`src/rtl/core_pipe_wb.sv`:
```
// Writeback stage: single-entry holding register feeding the register file write port.
// Loads wait here for their data-bus response, then get aligned and extended.
module core_pipe_wb #(
   parameter int unsigned XL         = 63,
   parameter int unsigned REG_ADDR_R = 4
) (
   input  logic                  g_clk,
   input  logic                  g_resetn,

   input  logic                  s_valid,
   output logic                  s_ready,
   input  logic                  s_wen,
   input  logic [REG_ADDR_R:0]   s_rd,
   input  logic [XL:0]           s_wdata,
   input  logic                  s_load,
   input  logic [1:0]            s_ld_size,
   input  logic                  s_ld_sext,
   input  logic [2:0]            s_ld_off,

   input  logic                  dmem_rsp_valid,
   output logic                  dmem_rsp_ready,
   input  logic [63:0]           dmem_rsp_rdata,
   input  logic                  dmem_rsp_error,

   output logic                  rd_wen,
   output logic [REG_ADDR_R:0]   rd_addr,
   output logic [XL:0]           rd_wdata,

   output logic                  wb_retire,
   output logic                  wb_trap,
   output logic                  hz_valid,
   output logic [REG_ADDR_R:0]   hz_rd
);

   typedef enum logic [1:0] {StEmpty, StHold, StWait} state_e;

   state_e              state_q, state_d;
   logic                wen_q;
   logic [REG_ADDR_R:0] rd_q;
   logic [XL:0]         wdata_q;
   logic [1:0]          size_q;
   logic                sext_q;
   logic [2:0]          off_q;

   logic                accept;
   logic                rd_nonzero;
   logic [63:0]         shifted;
   logic [63:0]         ld_ext;

   // The held entry drains in the same cycle a new one is captured.
   assign s_ready    = (state_q != StWait) || dmem_rsp_valid;
   assign accept     = s_valid && s_ready;
   assign rd_nonzero = (rd_q != '0);

   assign hz_valid = (state_q == StWait);
   assign hz_rd    = rd_q;
   assign rd_addr  = rd_q;

   always_comb begin
      shifted = dmem_rsp_rdata >> {off_q, 3'b000};
      ld_ext  = shifted;
      unique case (size_q)
         2'b00:   ld_ext = {{56{sext_q & shifted[7]}},  shifted[7:0]};
         2'b01:   ld_ext = {{48{sext_q & shifted[15]}}, shifted[15:0]};
         2'b10:   ld_ext = {{32{sext_q & shifted[31]}}, shifted[31:0]};
         default: ld_ext = shifted;
      endcase
   end

   always_comb begin
      state_d        = state_q;
      rd_wen         = 1'b0;
      rd_wdata       = wdata_q;
      wb_retire      = 1'b0;
      wb_trap        = 1'b0;
      dmem_rsp_ready = 1'b0;
      unique case (state_q)
         StHold: begin
            rd_wen    = wen_q && rd_nonzero;
            wb_retire = 1'b1;
            state_d   = StEmpty;
         end
         StWait: begin
            dmem_rsp_ready = 1'b1;
            rd_wdata       = ld_ext[XL:0];
            if (dmem_rsp_valid) begin
               rd_wen    = wen_q && rd_nonzero && !dmem_rsp_error;
               wb_trap   = dmem_rsp_error;
               wb_retire = 1'b1;
               state_d   = StEmpty;
            end
         end
         default: ;
      endcase
      if (accept) begin
         state_d = s_load ? StWait : StHold;
      end
   end

   always_ff @(posedge g_clk) begin
      if (!g_resetn) begin
         state_q <= StEmpty;
         wen_q   <= 1'b0;
         rd_q    <= '0;
         wdata_q <= '0;
         size_q  <= 2'b00;
         sext_q  <= 1'b0;
         off_q   <= 3'b000;
      end else begin
         state_q <= state_d;
         if (accept) begin
            wen_q   <= s_wen;
            rd_q    <= s_rd;
            wdata_q <= s_wdata;
            size_q  <= s_ld_size;
            sext_q  <= s_ld_sext;
            off_q   <= s_ld_off;
         end
      end
   end

endmodule

```
`config.mk`:
```
export PLATFORM = sky130hd
export DESIGN_NAME = core_pipe_wb
export DESIGN_NICKNAME = d
export VERILOG_FILES = /design/src/rtl/core_pipe_wb.sv
export SDC_FILE = /design/constraint.sdc
export NUM_CORES = 1
export LEC_CHECK = 0
export ABC_CLOCK_PERIOD_IN_PS = 3000
export CAP_MARGIN = 40
export CORE_ASPECT_RATIO = 0.9
export CORE_MARGIN = 2
export CORE_UTILIZATION = 45
export CTS_BUF_LIST = sky130_fd_sc_hd__clkbuf_8
export DETAILED_ROUTE_END_ITERATION = 16
export PLACE_DENSITY = 0.91
export SLEW_MARGIN = 40
export SYNTH_ARGS = -nofsm -noshare
export SYNTH_HDL_FRONTEND = slang
export SYNTH_SLANG_ARGS = --single-unit
```
`constraint.sdc`:
```
create_clock -name g_clk -period 3 [get_ports g_clk]
set_clock_uncertainty 0.15 [all_clocks]
set_input_delay 0.45 -clock g_clk [delete_from_list [all_inputs] [get_ports g_clk]]
set_output_delay 0.45 -clock g_clk [all_outputs]
set_load 0.03 [all_outputs]
```
==> flow_summary.html <==
<table>
<tr><th>Metric</th><th>Value</th></tr>
<tr><th colspan="2">Outcome</th></tr>
<tr><td>Outcome</td><td>complete, but fails checks</td></tr>
<tr><td>Violations in the final reports</td><td>setup timing</td></tr>
<tr><th colspan="2">Placement</th></tr>
<tr><td>Dpl ws</td><td>-0.6515 ns</td></tr>
<tr><td>Cell count after placement</td><td>~1100</td></tr>
<tr><td>Detailed-placement wirelength estimate</td><td>about 17000 um</td></tr>
<tr><td>Placer Congestion</td><td>0.8961</td></tr>
<tr><td>Port-buffer cells</td><td>~230</td></tr>
<tr><th colspan="2">STA</th></tr>
<tr><td>Number of hold violations in the final report</td><td>0</td></tr>
<tr><td>Setup WS post-layout</td><td>-0.4638 ns</td></tr>
<tr><td>Worst Tran Pin Value</td><td>approximately 0.58 ns</td></tr>
<tr><td>Headroom to the max-slew limit</td><td>61.18%</td></tr>
<tr><td>Count of endpoints failing setup in the final report</td><td>56</td></tr>
<tr><td>Final Critical Period</td><td>approximately 3.5 ns</td></tr>
<tr><td>Pins over their slew limit</td><td>0</td></tr>
<tr><td>Unrepaired setup endpoints after global routing</td><td>true</td></tr>
<tr><td>Fmax</td><td>~290 MHz</td></tr>
<tr><td>Worst-case hold slack</td><td>about 0.31 ns</td></tr>
<tr><td>Share of the clock period used by the worst path after layout</td><td>115.5%</td></tr>
<tr><th colspan="2">Power and ir drop</th></tr>
<tr><td>Leakage component of the power</td><td>0.003778 uW</td></tr>
<tr><td>Worst voltage drop across the vdd grid</td><td>around 0.25 mV</td></tr>
<tr><td>Total power after layout</td><td>3533 uW</td></tr>
<tr><td>Cell area power density</td><td>~370 nW/um2</td></tr>
<tr><th colspan="2">Drt</th></tr>
<tr><td>Ratio of routed vias to standard cells</td><td>6.033</td></tr>
<tr><td>Via count</td><td>7179</td></tr>
<tr><td>First-pass iteration count of the detailed router</td><td>6</td></tr>
<tr><td>Final routed wirelength across all metal layers</td><td>between 20000 and 30000 um</td></tr>
<tr><td>Antenna violation net count after detailed routing</td><td>0</td></tr>
<tr><td>Number of design-rule violations left by the first detailed-router iteration</td><td>just over 700</td></tr>
<tr><td>DRC viols</td><td>0</td></tr>
<tr><td>Per-cell routed wire length</td><td>about 22 um</td></tr>
<tr><th colspan="2">Setup path</th></tr>
<tr><td>Launch point of the worst reg-to-reg path</td><td>state_q[0]</td></tr>
<tr><td>Sum of buffers and inverters on the critical path</td><td>6</td></tr>
<tr><td>Reg2Reg Setup Slack</td><td>roughly 0.56 ns</td></tr>
<tr><td>Length in cells of the worst reg-to-reg path</td><td>8</td></tr>
<tr><td>Critical Path Max Stage Delay</td><td>approximately 0.5 ns</td></tr>
<tr><td>List of cells traversed by the critical path</td><td>clkdlybuf4s50_1 -&gt; mux2_4 -&gt; mux4_2 -&gt; and3_4 -&gt; buf_12 -&gt; buf_8 -&gt; a21oi_4 -&gt; buf_12 -&gt; buf_6 -&gt; a31oi_1 -&gt; buf_4</td></tr>
<tr><td>Cell type group with the largest total delay on the critical path</td><td>buffers and inverters</td></tr>
<tr><td>Stages on the worst setup path</td><td>11</td></tr>
<tr><td>CP dominant cell by count</td><td>buf_12</td></tr>
<tr><td>Maximum fanout along the worst path</td><td>6</td></tr>
<tr><td>Critical path data required time</td><td>about 2.4 ns</td></tr>
<tr><td>Setup Crit Path Kind</td><td>input port to primary output</td></tr>
<tr><td>Critical Path Sink Type</td><td>primary output</td></tr>
<tr><td>Destination of the critical timing path</td><td>rd_wdata[26]</td></tr>
<tr><td>Capture instance of the worst register-to-register path</td><td>wdata_q[17]</td></tr>
<tr><td>Critical Path Source Type</td><td>input port</td></tr>
<tr><td>Cell type of the slowest stage on the worst timing path</td><td>mux4_2</td></tr>
<tr><td>Launching instance or port of the critical path</td><td>dmem_rsp_rdata[23]</td></tr>
<tr><td>Arrival time at the worst endpoint</td><td>between 2 and 3 ns</td></tr>
<tr><th colspan="2">Clock network</th></tr>
<tr><td>Number of levels the H-tree was split into</td><td>3</td></tr>
<tr><td>Number of buffers between clock root and the deepest sink</td><td>2</td></tr>
<tr><td>Clock latency reported for the late side of the worst-skew pair</td><td>0.36 ns</td></tr>
<tr><td>Clock tree from TritonCTS</td><td>built</td></tr>
<tr><td>Post-CTS Hold Buffers</td><td>0</td></tr>
<tr><td>Clock transition at the registers of the reported paths</td><td>0.08 ns</td></tr>
<tr><td>Number of clock sinks</td><td>78</td></tr>
<tr><td>Root Buffer Master</td><td>clkbuf_8</td></tr>
<tr><td>CTS Buf Count</td><td>9</td></tr>
<tr><th colspan="2">Global routing</th></tr>
<tr><td>Overall routing resource usage</td><td>34.98%</td></tr>
<tr><td>First-pass GRT wire length</td><td>35800 um</td></tr>
<tr><td>Largest net degree at the start of global routing</td><td>55</td></tr>
<tr><td>Vias in the first global route</td><td>6599</td></tr>
<tr><td>Initial antenna violation count</td><td>0</td></tr>
<tr><td>Total global routing overflow</td><td>0</td></tr>
<tr><th colspan="2">Logic synthesis</th></tr>
<tr><td>Post-Syn Instances</td><td>slightly above 700</td></tr>
<tr><td>Post-synth top flop</td><td>dfxtp_1</td></tr>
<tr><td>Cell variety after synth</td><td>44</td></tr>
<tr><td>Number of flops mapped to enable cells by yosys</td><td>0</td></tr>
<tr><td>Post-synthesis instance area</td><td>around 5600 um2</td></tr>
<tr><td>Flop and latch count out of synthesis</td><td>between 70 and 80</td></tr>
<tr><td>Post-synthesis net count</td><td>roughly 880</td></tr>
<tr><td>Post-synthesis async set-or-reset flop share</td><td>0%</td></tr>
<tr><td>Mean Syn Cell Area</td><td>a little under 8 um2</td></tr>
<tr><td>Seq/Total Area, Yosys</td><td>between 20 and 30%</td></tr>
<tr><td>Yosys warning total</td><td>0</td></tr>
<tr><th colspan="2">Die</th></tr>
<tr><td>Die Height</td><td>between 100 and 150 um</td></tr>
<tr><td>Number of I/O pins</td><td>about 230</td></tr>
<tr><td>Die area</td><td>13330 um2</td></tr>
<tr><td>Die outline width</td><td>between 100 and 150 um</td></tr>
<tr><td>Initial cell density of the core</td><td>46.27%</td></tr>
<tr><td>Number of placement rows</td><td>38</td></tr>
<tr><td>Total core area</td><td>around 12000 um2</td></tr>
<tr><th colspan="2">Cells and area</th></tr>
<tr><td>Final cell count without fillers</td><td>~1200</td></tr>
<tr><td>Nets</td><td>about 1200</td></tr>
<tr><td>Layout overhead on the synthesized area</td><td>68.76%</td></tr>
<tr><td>N_diodes</td><td>0</td></tr>
<tr><td>Final Util</td><td>between 70% and 80%</td></tr>
<tr><td>Fraction of layout instances using a drive strength above 1</td><td>30.19%</td></tr>
<tr><th colspan="2">Worst hold path</th></tr>
<tr><td>Tightest Hold Check Type</td><td>flip-flop to flip-flop</td></tr>
<tr><th colspan="2">Job</th></tr>
<tr><td>MaxCap Viol Count</td><td>0</td></tr>
</table>
worst register-to-register path, stage by stage, from the launching register on:
cell and delay, ns:
dfxtp_1 0.39, inv_1 0.09, ha_4 0.24, buf_12 0.21
nand2b_1 0.20, and2_2 0.38, buf_4 0.35, nand2_1 0.13
a21boi_0 0.21
registers in the layout (all words and copies together) (netlist names):
signal	flops
wdata_q	64
hz_rd	5
state_q	2
wen_q	1
sext_q	1
size_q	2
off_q	3
cell families after synthesis:
logic type / Yosys count / synth area share [%]
multiplexers: 75 / 19.03
flip-flops: 78 / 27.94
AO/OA/AOI/OAI: 190 / 24.54
adder cells (fa/ha/maj): 2 / 0.4478
buffers and inverters: 82 / 6.673
AND/OR/NAND/NOR: 300 / 21.36
timing repair:
item                                   in CTS  in global routing
gates cloned                                3                  1
setup endpoints to repair                  61                 65
setup buffers                              13                 20
pin swaps                                   4                 14
endpoints found under the hold margin       0                  0
gates resized for setup                   247                102
worst min path at each step:
| stage | to | slack (ns) | start | cells past startpoint |
|---|---|---|---|---|
| after global placement | wdata_q[7] | 0.30 | wdata_q[7] | 2 |
| after global routing | wdata_q[43] | 0.33 | wdata_q[43] | 2 |
| after CTS | wdata_q[50] | 0.32 | wdata_q[50] | 2 |
| final | wdata_q[50] | 0.31 | wdata_q[50] | 2 |
| after floorplan | wen_q | 0.29 | wen_q | 2 |
| after detailed placement | wdata_q[50] | 0.31 | wdata_q[50] | 2 |
power by group:
part	internal (uW)	switching, uW
Combinational	759	804
Clock	404	429
Sequential	1100	41.1
layer usage:
layer  share of wire (%)  routed length [um]  GRT usage, %
met2                  46               11890         57.46
met4                 6.2                1599         13.30
met5                   0                   0             0
met1                  37                9593         44.37
met3                  11                2830         9.129
cell usage in the layout (no fill, tap or decap), types with 7 or more instances in the layout:
master             n
buf_4            141
mux2_2            12
clkbuf_8          10
dfxtp_1           76
clkdlybuf4s50_1  154
buf_12            13
o2bb2ai_1          7
mux2i_1           22
a22o_1             8
mux4_2            23
mux2_4             8
a21oi_2           17
inv_1              8
o22a_1             7
nand2_1          195
nor2_1            75
buf_6             40
a21boi_0          83
a31oi_1           34
synthesized netlist by cell type (all sizes together), types with 7 or more instances:
| master | n | area share, % |
|---|---|---|
| a21boi | 83 | 11 |
| clkbuf | 43 | 2.9 |
| mux4 | 23 | 9.3 |
| dfxtp | 78 | 28 |
| o22a | 7 | 1.1 |
| mux2 | 20 | 4.0 |
| a21oi | 24 | 2.4 |
| inv | 7 | 0.47 |
| nor2 | 80 | 5.4 |
| mux2i | 32 | 5.7 |
| a22o | 8 | 1.3 |
| buf | 31 | 3.2 |
| a31oi | 41 | 4.6 |
| o2bb2ai | 7 | 1.1 |
| nand2 | 196 | 13 |
per-stage QoR:
stage	TNS (ns)	instance area, um2
after floorplan	0	5588
final	-19.27	9430
after global routing	-22.06	9430
after CTS	-14.04	8962
after global placement	-23.79	8512
after detailed placement	-27.37	8512
layout make-up:
type	instances	area (um2)
inverter	8	30.03
clock buffer	10	137.6
tap	160	200.2
timing repair buffer	361	3473
multi-input combinational	567	3960
clock inverter	6	62.56
fill	767	2646
sequential	78	1567
Note: power is estimated with default switching activity, not from simulation.
